File: config.mk
export PLATFORM = sky130hd
export DESIGN_NAME = fc_topk_selector
export DESIGN_NICKNAME = d
export VERILOG_FILES = /design/src/rtl/fc_topk_selector.sv
export SDC_FILE = /design/constraint.sdc
export NUM_CORES = 1
export LEC_CHECK = 0
export CORE_ASPECT_RATIO = 1.2
export CORE_UTILIZATION = 45
export DETAILED_ROUTE_END_ITERATION = 10
export PLACE_DENSITY = 0.79
export SYNTH_ARGS = -nofsm -noshare
export SYNTH_HDL_FRONTEND = slang
export SYNTH_SLANG_ARGS = --single-unit
File: constraint.sdc
create_clock -name CLK -period 3.2 [get_ports CLK]
set_input_delay 0.32 -clock CLK [delete_from_list [all_inputs] [get_ports CLK]]
set_output_delay 0.32 -clock CLK [all_outputs]
set_load 0.02 [all_outputs]
File: src/rtl/fc_topk_selector.sv
// Streaming top-K logit selector: keeps a sorted table of the K largest logits of a frame
// and holds the ranked result after frame_end until the next clear.
module fc_topk_selector #(
  parameter int unsigned K           = 5,
  parameter int unsigned IDX_W       = 11,
  parameter int unsigned LOGIT_W     = 8,
  parameter int unsigned NUM_CLASSES = 1000
) (
  input  logic                 CLK,
  input  logic                 RESETn,
  input  logic                 clear,
  input  logic                 in_valid,
  input  logic [IDX_W-1:0]     in_class_idx,
  input  logic [LOGIT_W-1:0]   in_logit,
  input  logic                 frame_end,
  output logic                 busy,
  output logic                 result_valid,
  output logic [K*IDX_W-1:0]   top_idx,
  output logic [K*LOGIT_W-1:0] top_logit,
  output logic [3:0]           top_fill,
  output logic [IDX_W-1:0]     class_count,
  output logic                 count_err,
  output logic                 overrun
);

  localparam logic [IDX_W-1:0]   EMPTY_IDX   = '1;
  localparam logic [LOGIT_W-1:0] EMPTY_LOGIT = {1'b1, {(LOGIT_W-1){1'b0}}};
  localparam logic [IDX_W-1:0]   COUNT_MAX   = '1;

  typedef enum logic [1:0] {S_IDLE, S_COLLECT, S_HOLD} state_t;

  state_t               state_q, state_d;
  logic [IDX_W-1:0]     idx_q   [K];
  logic [IDX_W-1:0]     idx_d   [K];
  logic [LOGIT_W-1:0]   logit_q [K];
  logic [LOGIT_W-1:0]   logit_d [K];
  logic [K-1:0]         vld_q, vld_d;
  logic [3:0]           fill_q, fill_d;
  logic [IDX_W-1:0]     count_q, count_d;
  logic                 overrun_q, overrun_d;

  logic [IDX_W-1:0]     base_idx   [K];
  logic [LOGIT_W-1:0]   base_logit [K];
  logic [K-1:0]         base_vld;
  logic [K-1:0]         gt, place, shift;
  logic [3:0]           base_fill;
  logic [IDX_W-1:0]     base_count;
  logic                 collect, ins;

  // State register
  always_ff @(posedge CLK or negedge RESETn) begin
    if (!RESETn) state_q <= S_IDLE;
    else         state_q <= state_d;
  end

  // Next-state logic; clear takes priority from any state
  always_comb begin
    state_d = state_q;
    if (clear)                                     state_d = S_COLLECT;
    else if (state_q == S_COLLECT && frame_end)    state_d = S_HOLD;
  end

  // Outputs are decoded from registered state and table only
  always_comb begin
    busy         = (state_q == S_COLLECT);
    result_valid = (state_q == S_HOLD);
    count_err    = (state_q == S_HOLD) && (count_q != IDX_W'(NUM_CLASSES));
    top_fill     = fill_q;
    class_count  = count_q;
    overrun      = overrun_q;
    top_idx      = '0;
    top_logit    = '0;
    for (int r = 0; r < int'(K); r++) begin
      top_idx[r*IDX_W +: IDX_W]       = idx_q[r];
      top_logit[r*LOGIT_W +: LOGIT_W] = logit_q[r];
    end
  end

  // Insertion: a clear first empties the table so a same-cycle sample lands in rank 0.
  // The table stays sorted, so gt is a thermometer code and its lowest set bit is the slot.
  always_comb begin
    collect    = (state_q == S_COLLECT);
    ins        = in_valid && (clear || collect);
    base_fill  = clear ? 4'd0 : fill_q;
    base_count = clear ? '0 : count_q;
    for (int r = 0; r < int'(K); r++) begin
      base_vld[r]   = vld_q[r] & ~clear;
      base_idx[r]   = clear ? EMPTY_IDX : idx_q[r];
      base_logit[r] = clear ? EMPTY_LOGIT : logit_q[r];
      gt[r]         = !base_vld[r] || ($signed(in_logit) > $signed(base_logit[r]));
    end
    place = ins ? (gt & ~K'(gt << 1)) : '0;
    shift = ins ? K'(gt << 1) : '0;

    vld_d = base_vld;
    for (int r = 0; r < int'(K); r++) begin
      idx_d[r]   = base_idx[r];
      logit_d[r] = base_logit[r];
      if (place[r]) begin
        idx_d[r]   = in_class_idx;
        logit_d[r] = in_logit;
        vld_d[r]   = 1'b1;
      end
    end
    for (int r = 1; r < int'(K); r++) begin
      if (shift[r]) begin
        idx_d[r]   = base_idx[r-1];
        logit_d[r] = base_logit[r-1];
        vld_d[r]   = base_vld[r-1];
      end
    end

    fill_d    = (ins && base_fill < 4'(K)) ? base_fill + 4'd1 : base_fill;
    count_d   = (ins && base_count != COUNT_MAX) ? base_count + IDX_W'(1) : base_count;
    overrun_d = clear ? 1'b0 : (overrun_q | (in_valid && !collect));
  end

  // Table and counters
  always_ff @(posedge CLK or negedge RESETn) begin
    if (!RESETn) begin
      for (int r = 0; r < int'(K); r++) begin
        idx_q[r]   <= EMPTY_IDX;
        logit_q[r] <= EMPTY_LOGIT;
      end
      vld_q     <= '0;
      fill_q    <= 4'd0;
      count_q   <= '0;
      overrun_q <= 1'b0;
    end else begin
      for (int r = 0; r < int'(K); r++) begin
        idx_q[r]   <= idx_d[r];
        logit_q[r] <= logit_d[r];
      end
      vld_q     <= vld_d;
      fill_q    <= fill_d;
      count_q   <= count_d;
      overrun_q <= overrun_d;
    end
  end

endmodule

==> results of run 1 <==
per-stage QoR:
| stage | instances | hold WS (ns) |
|---|---|---|
| 2_1_floorplan | 740 | 0.0244 |
| 3_3_place_gp | 1074 | 0.428 |
| 3_5_place_dp | 1074 | 0.438 |
| 4_1_cts | 1107 | 0.438 |
| 5_1_grt | 1107 | 0.464 |
| 6_report | 1107 | 0.445 |
final timing paths:
path | endpoint | slack (ns) | cells past startpoint
min | overrun$_DFF_PN0_ | 0.44 | 3
max in group asynchronous | top_logit[23]$_DFF_PN1_ | 1.84 | 3
min in group asynchronous | top_logit[3]$_DFF_PN0_ | 0.52 | 2
max reg2reg | top_idx[15]$_DFF_PN1_ | 0.50 | 9
max | top_idx[15]$_DFF_PN1_ | 0.48 | 11
min reg2reg | overrun$_DFF_PN0_ | 0.50 | 2
cell families (layout without fill, tap and decap cells):
logic type / Yosys count / in the layout / share of synthesized area [%]
multiplexers: 5 / 5 / 0.752
adder cells (fa/ha/maj): 43 / 43 / 7.70
flip-flops: 118 / 118 / 43.3
AO/OA/AOI/OAI: 199 / 199 / 21.9
XOR/XNOR: 8 / 8 / 1.00
AND/OR/NAND/NOR: 293 / 293 / 20.9
buffers and inverters: 74 / 237 / 4.46
critical path: stages:
cell and delay, ns:
sky130_fd_sc_hd__buf_4 0.12, sky130_fd_sc_hd__inv_2 0.38, sky130_fd_sc_hd__nand2_1 0.22, sky130_fd_sc_hd__ha_1 0.34
sky130_fd_sc_hd__nand4_1 0.16, sky130_fd_sc_hd__a211oi_2 0.08, sky130_fd_sc_hd__nor4_4 0.62, sky130_fd_sc_hd__nor3_2 0.12
sky130_fd_sc_hd__buf_4 0.21, sky130_fd_sc_hd__a2111oi_2 0.37, sky130_fd_sc_hd__a211oi_1 0.09
layout by cell type, fill, tap and decap left out, types with 5 or more instances in the layout:
cell,netlist,layout
sky130_fd_sc_hd__a2111oi_2,10,10
sky130_fd_sc_hd__dfrtp_1,58,58
sky130_fd_sc_hd__nor3_1,49,48
sky130_fd_sc_hd__clkdlybuf4s50_1,0,135
sky130_fd_sc_hd__inv_1,22,22
sky130_fd_sc_hd__and2_1,8,8
sky130_fd_sc_hd__o21ai_0,27,26
sky130_fd_sc_hd__and3_1,11,11
sky130_fd_sc_hd__dfstp_2,60,60
sky130_fd_sc_hd__ha_1,43,43
sky130_fd_sc_hd__nor2_1,58,58
sky130_fd_sc_hd__nor2b_1,19,19
sky130_fd_sc_hd__nand3_1,10,10
sky130_fd_sc_hd__a221oi_1,13,13
sky130_fd_sc_hd__clkbuf_16,0,19
sky130_fd_sc_hd__nand2_1,92,92
sky130_fd_sc_hd__o32ai_1,7,7
sky130_fd_sc_hd__a22o_1,5,5
sky130_fd_sc_hd__o311a_1,11,11
sky130_fd_sc_hd__o22ai_1,9,9
sky130_fd_sc_hd__a31oi_1,8,7
sky130_fd_sc_hd__a22oi_1,7,7
sky130_fd_sc_hd__nand4_1,12,12
sky130_fd_sc_hd__nand3b_1,11,11
sky130_fd_sc_hd__a211oi_1,11,11
sky130_fd_sc_hd__a21oi_1,45,45
sky130_fd_sc_hd__o221a_2,7,7
sky130_fd_sc_hd__buf_4,1,43
sky130_fd_sc_hd__clkbuf_8,0,5
where the power goes:
part / switching [uW] / leakage [uW] / internal [uW]
clock: 691 / 0.000313 / 1340
combinational: 704 / 0.00208 / 540
sequential: 119 / 0.00138 / 1710
total: 1520 / 0.00378 / 3580
cell type report:
cell class              instances  area [um^2]
fillers                      1286         5660
multi-input cells             548         3670
flip-flops and latches        118         3030
repair buffers                182         1740
clock buffers                  26          552
well taps                     204          255
inverters                      23         86.3
clock inverters                 6         82.6
metal layers:
layer	share of wire, %	track usage (%)	wire (um)	vias up
li1	-	-	-	3064
met1	42	35.2	8940	3270
met2	48	43.0	10100	293
met3	5.4	4.72	1150	78
met4	5.0	16.6	1050	0
met5	0	0	0	-
flip-flops by register name, summed over array words and instances (netlist names):
register	flops
top_logit	40
vld_q	5
overrun	1
class_count	11
top_fill	4
top_idx	55
state_q	2
==> parameters.txt, run 1 <==
Parameter                              Value

Worst setup path
  WP data required    3.54 ns
  Startpoint type of the worst setup path    input pin
  Critical path data arrival time    3.06 ns
  Largest fanout of any net on the critical path    31
  Crit Reg-Reg Startpoint    top_logit[15]$_DFF_PN1_
  Critical path launch point    clear
  Type of destination of the critical path    flip-flop
  Critical path start-end classification    in2reg

Floorplanning
  Die width    116 um
  Placeable Area    0.0151 mm^2
  Area of the die    0.0160 mm^2
  Starting utilization of the core area    46.3%
  Total I/O pin count    138
  Vert. Die Dim    139 um
  Placement row count    49

GRT
  Initial antenna violation count    0
  Global-route wire length before repair    34100 um
  Maximum number of pins on one net before global-route repair    61
  Total congestion overflow after global routing    0
  Vias in the first global route    6567
  All-Layer GR Usage    27.5%

Synth
  Cell count after synthesis    740
  Primary flip-flop cell chosen by synthesis mapping    sky130_fd_sc_hd__dfstp_2
  Synthesis Warnings    0
  Top post-synthesis cells by count    sky130_fd_sc_hd__nand2_1, sky130_fd_sc_hd__dfstp_2, sky130_fd_sc_hd__dfrtp_1, sky130_fd_sc_hd__nor2_1, sky130_fd_sc_hd__nor3_1
  Portion of the post-synthesis area used by sequential elements    43.3%
  Area of the mapped netlist    0.00699 mm^2
  Number of enable-type register cells in the synthesized netlist    0
  Synthesis-stage register bit count    118
  Synth async-reset ratio    100%
  Post-synth top area share    22.6%
  Unique masters post-synth    71
  Library cell with the largest summed area after synthesis    sky130_fd_sc_hd__dfstp_2
  Leading cell types by total area after synthesis    sky130_fd_sc_hd__dfstp_2, sky130_fd_sc_hd__dfrtp_1, sky130_fd_sc_hd__ha_1, sky130_fd_sc_hd__nand2_1, sky130_fd_sc_hd__nor3_1
  Synthesized netlist net count    807
  Mean instance size in the synthesized netlist    9.45 um^2
  Most numerous cell in the Yosys netlist    sky130_fd_sc_hd__nand2_1

Placement
  DP Wirelength    15100 um
  Instance area after placement    0.00878 mm^2
  Port buffer count    137
  Pre-CTS worst setup slack    0.100 ns
  Routability Congestion    0.926

Clocking
  Sink count of the clock tree    118
  Buffers inserted during post-CTS setup optimization    0
  Number of buffers added by the clock tree synthesis step    17
  Post-CTS Hold Fix Bufs    1
  Clock latency reported for the late side of the worst-skew pair    0.42 ns
  Htree depth    4
  Root buffer cell    sky130_fd_sc_hd__clkbuf_16
  Max clock buf depth    2
  CTS tree    yes
  Clk pin slew, worst setup/hold paths    0.05 ns
  Post-cts repair resize count    0

Power
  Tot Pwr    5100 uW
  PwrDens    541 mW/mm^2
  Standby leakage power    0.00378 uW
  Largest vdd supply drop    337 uV

STA
  Achievable Freq    368 MHz
  Total count of hold-check failures in the final report    0
  Clock skew after layout    0.00757 ns
  Setup total negative slack    0 ns
  Number of max-slew violations in the final report    0
  Post-layout worst setup margin    0.484 ns
  Clock period minus worst slack    2.72 ns
  Transition time at the pin with the least slew margin    0.784 ns
  Slew margin rel.    47.7%
  Tcrit/Tclk final    84.9%
  Setup violators final    0
  Unrepaired setup endpoints after global routing    false

Run
  Number of max-cap violations    0

Final layout
  Final non-filler cell area    0.00942 mm^2
  Final standard cell utilization of the core    62.5%
  Net count of the finished layout    957
  Fraction of layout instances using a drive strength above 1    18.9%
  Number of antenna cells inserted    0
  Area grow syn2layout    34.8%

Route
  Pre-antenna DRT Iters    7
  DRT antenna net count    0
  Post-detailed-route wirelength per cell    19.2 um
  DRC violation count after routing    0
  Vias per cell    6.06
  WL final    21200 um
  Via count of the routed design    6705
  DRC violation total after the first TritonRoute iteration    597

Worst hold path
  Min-delay src    clear
  Path category of the worst min-delay check    in2reg

Run status
  Run status    complete, no violations
No activity file was read; power rests on OpenSTA's default activity.
==> run 2, diff against run 1 <==
clock period = 2.7 ns   (was 3.2 ns; I/O delays follow)
==> parameters.txt, run 2 (synthesis results as in run 1) <==
Parameter                              Value

Run status
  Run status    complete, no violations

Clocking
  Clk pin slew, worst setup/hold paths    0.05 ns (about the same)
  Root buffer cell    sky130_fd_sc_hd__clkbuf_16
  Max clock buf depth    2 (unchanged)
  Buffers inserted during post-CTS setup optimization    0 (unchanged)
  Number of buffers added by the clock tree synthesis step    17 (unchanged)
  Clock latency reported for the late side of the worst-skew pair    0.42 ns (about the same)
  CTS tree    yes
  Htree depth    4 (unchanged)
  Sink count of the clock tree    118 (unchanged)

GRT
  Vias in the first global route    6678 (+1.7%)
  Global-route wire length before repair    34600 um (+1.4%)
  Initial antenna violation count    0 (unchanged)
  All-Layer GR Usage    28.0% (+0.54 points)
  Maximum number of pins on one net before global-route repair    63 (+3.3%)
  Total congestion overflow after global routing    0 (unchanged)

Final layout
  Fraction of layout instances using a drive strength above 1    24.2% (+5.3 points)
  Largest register FFs    55 (unchanged)
  Commonest cells after routing, fill and taps aside    sky130_fd_sc_hd__clkdlybuf4s50_1, sky130_fd_sc_hd__buf_4, sky130_fd_sc_hd__nand2_1
  Final standard cell utilization of the core    65.4% (+2.9 points)
  Net count of the finished layout    1016 (+6.2%)
  Number of antenna cells inserted    0 (unchanged)
  Layout fillers    1227 (-4.6%)
  Area grow syn2layout    41.1%
  Most frequent standard cell in the layout excluding fill and tap cells    sky130_fd_sc_hd__clkdlybuf4s50_1

STA
  Number of max-slew violations in the final report    0 (unchanged)
  Post-layout worst setup margin    0.0882 ns (-0.396 ns)
  Slew margin rel.    54.5% (+6.8 points)
  Transition time at the pin with the least slew margin    0.682 ns (-0.102 ns)
  Clock period minus worst slack    2.61 ns
  Tcrit/Tclk final    96.7%
  Achievable Freq    383 MHz
  Setup violators final    0 (unchanged)
  Total count of hold-check failures in the final report    0 (unchanged)
  Clock skew after layout    0.00668 ns (-0.000888 ns)
  Unrepaired setup endpoints after global routing    false

Floorplanning
  Total I/O pin count    138 (unchanged)
  Starting utilization of the core area    46.3% (unchanged)
  Placeable Area    0.0151 mm^2 (unchanged)
  Placement row count    49 (unchanged)
  Die width    116 um (unchanged)
  Area of the die    0.0160 mm^2 (unchanged)
  Vert. Die Dim    139 um (unchanged)

Route
  WL final    21500 um (+1.4%)
  DRC violation count after routing    0 (unchanged)
  DRC violation total after the first TritonRoute iteration    580 (-2.8%)
  Pre-antenna DRT Iters    5 (-2)
  Via count of the routed design    6816 (+1.7%)
  DRT antenna net count    0 (unchanged)
  Vias per cell    5.85 (-3.5%)
  Post-detailed-route wirelength per cell    18.5 um (-3.7%)

Power
  Standby leakage power    0.00406 uW (+7.4%)
  PwrDens    601 mW/mm^2 (+11%)
  Largest vdd supply drop    299 uV (-11%)

Placement
  Port buffer count    137 (unchanged)
  DP Wirelength    15800 um (+4.2%)
  Pre-CTS worst setup slack    -0.152 ns (-0.252 ns)
  Routability Congestion    0.973 (+5.1%)

Worst setup path
  Critical path start-end classification    reg2reg
  WP data required    3.01 ns (-0.53 ns)
  Largest stage delay, worst path    0.61 ns (about the same)
  Type of destination of the critical path    flip-flop
  Slack of the worst reg-to-reg path    0.09 ns (-0.41 ns)
  Chain of cells forming the critical path    nor2_1 > ha_1 > nand4_1 > a211oi_2 > or4_1 > a32oi_2 > buf_4 > a22oi_1 > o22a_1
  Critical path data arrival time    2.92 ns (-0.14 ns)
  Largest fanout of any net on the critical path    7 (-77%)
  Crit path max-delay cell type    sky130_fd_sc_hd__or4_1
  Startpoint type of the worst setup path    flip-flop

Run
  Number of max-cap violations    0 (unchanged)

Worst hold path
  Path category of the worst min-delay check    in2reg
[run 2: power breakdown]
group	internal, uW	leakage [uW]	switching, uW
logic	722	0.00239	855
registers	2020	0.00138	138
clock network	1380	0.000287	806
total	4120	0.00406	1800
[run 2: repair_timing]
item                       4_1_cts  5_1_grt
gates resized for setup          0        4
setup endpoints to repair        0       10
hold endpoints to repair        32        0
hold buffers                     1        0
[run 2: final timing paths]
check,start,depth (start not counted),to
max in group asynchronous,RESETn,3,top_idx[2]$_DFF_PN1_
worst min-delay path,clear,3,vld_q[4]$_DFF_PN0_
worst max register to register,top_logit[15]$_DFF_PN1_,9,top_logit[16]$_DFF_PN0_
worst min register to register,overrun$_DFF_PN0_,2,overrun$_DFF_PN0_
min in group asynchronous,RESETn,2,top_logit[3]$_DFF_PN0_
worst max-delay path,top_logit[15]$_DFF_PN1_,9,top_logit[16]$_DFF_PN0_
[run 2: final cells by class]
type / instances / area (um^2) / area share [%]
Multi-Input combinational cell: 548 / 3680 / 37.3
Sequential cell: 118 / 3030 / 30.7
Timing Repair Buffer: 241 / 2240 / 22.7
Clock buffer: 23 / 499 / 5.06
Tap cell: 204 / 255 / 2.59
Inverter: 23 / 86.3 / 0.876
Clock inverter: 9 / 72.6 / 0.736
[run 2: through the flow]
| step | hold WS [ns] | instance area (um^2) | total power, uW | instances | TNS (ns) |
|---|---|---|---|---|---|
| after floorplan | -0.0256 | 7010 | 2950 | 740 | -0.0392 |
| after global placement | 0.275 | 9270 | 3720 | 1133 | -2.06 |
| after detailed placement | 0.278 | 9270 | 3740 | 1133 | -5.80 |
| after CTS | 0.197 | 9850 | 5940 | 1166 | 0 |
| after global routing | 0.212 | 9860 | 6150 | 1166 | 0 |
| final | 0.212 | 9860 | 5920 | 1166 | 0 |
[run 2: routing by layer]
metal / vias to the layer above / track usage (%) / routed length [um]
met2: 288 / 44.0 / 10400
li1: 3182 / - / -
met4: 0 / 13.8 / 881
met1: 3282 / 36.9 / 9010
met3: 64 / 5.11 / 1280
met5: - / 0 / 0
[run 2: worst max-delay path, delay by kind of cell, from the launching register on]
| family | cells | cell delay (ns) |
|---|---|---|
| buffers and inverters | 1 | 0.21 |
| DFF | 1 | 0.53 |
| and+or+nand+nor | 3 | 0.83 |
| AOI/OAI and AO/OA | 4 | 0.61 |
| adders and majority gates | 1 | 0.32 |
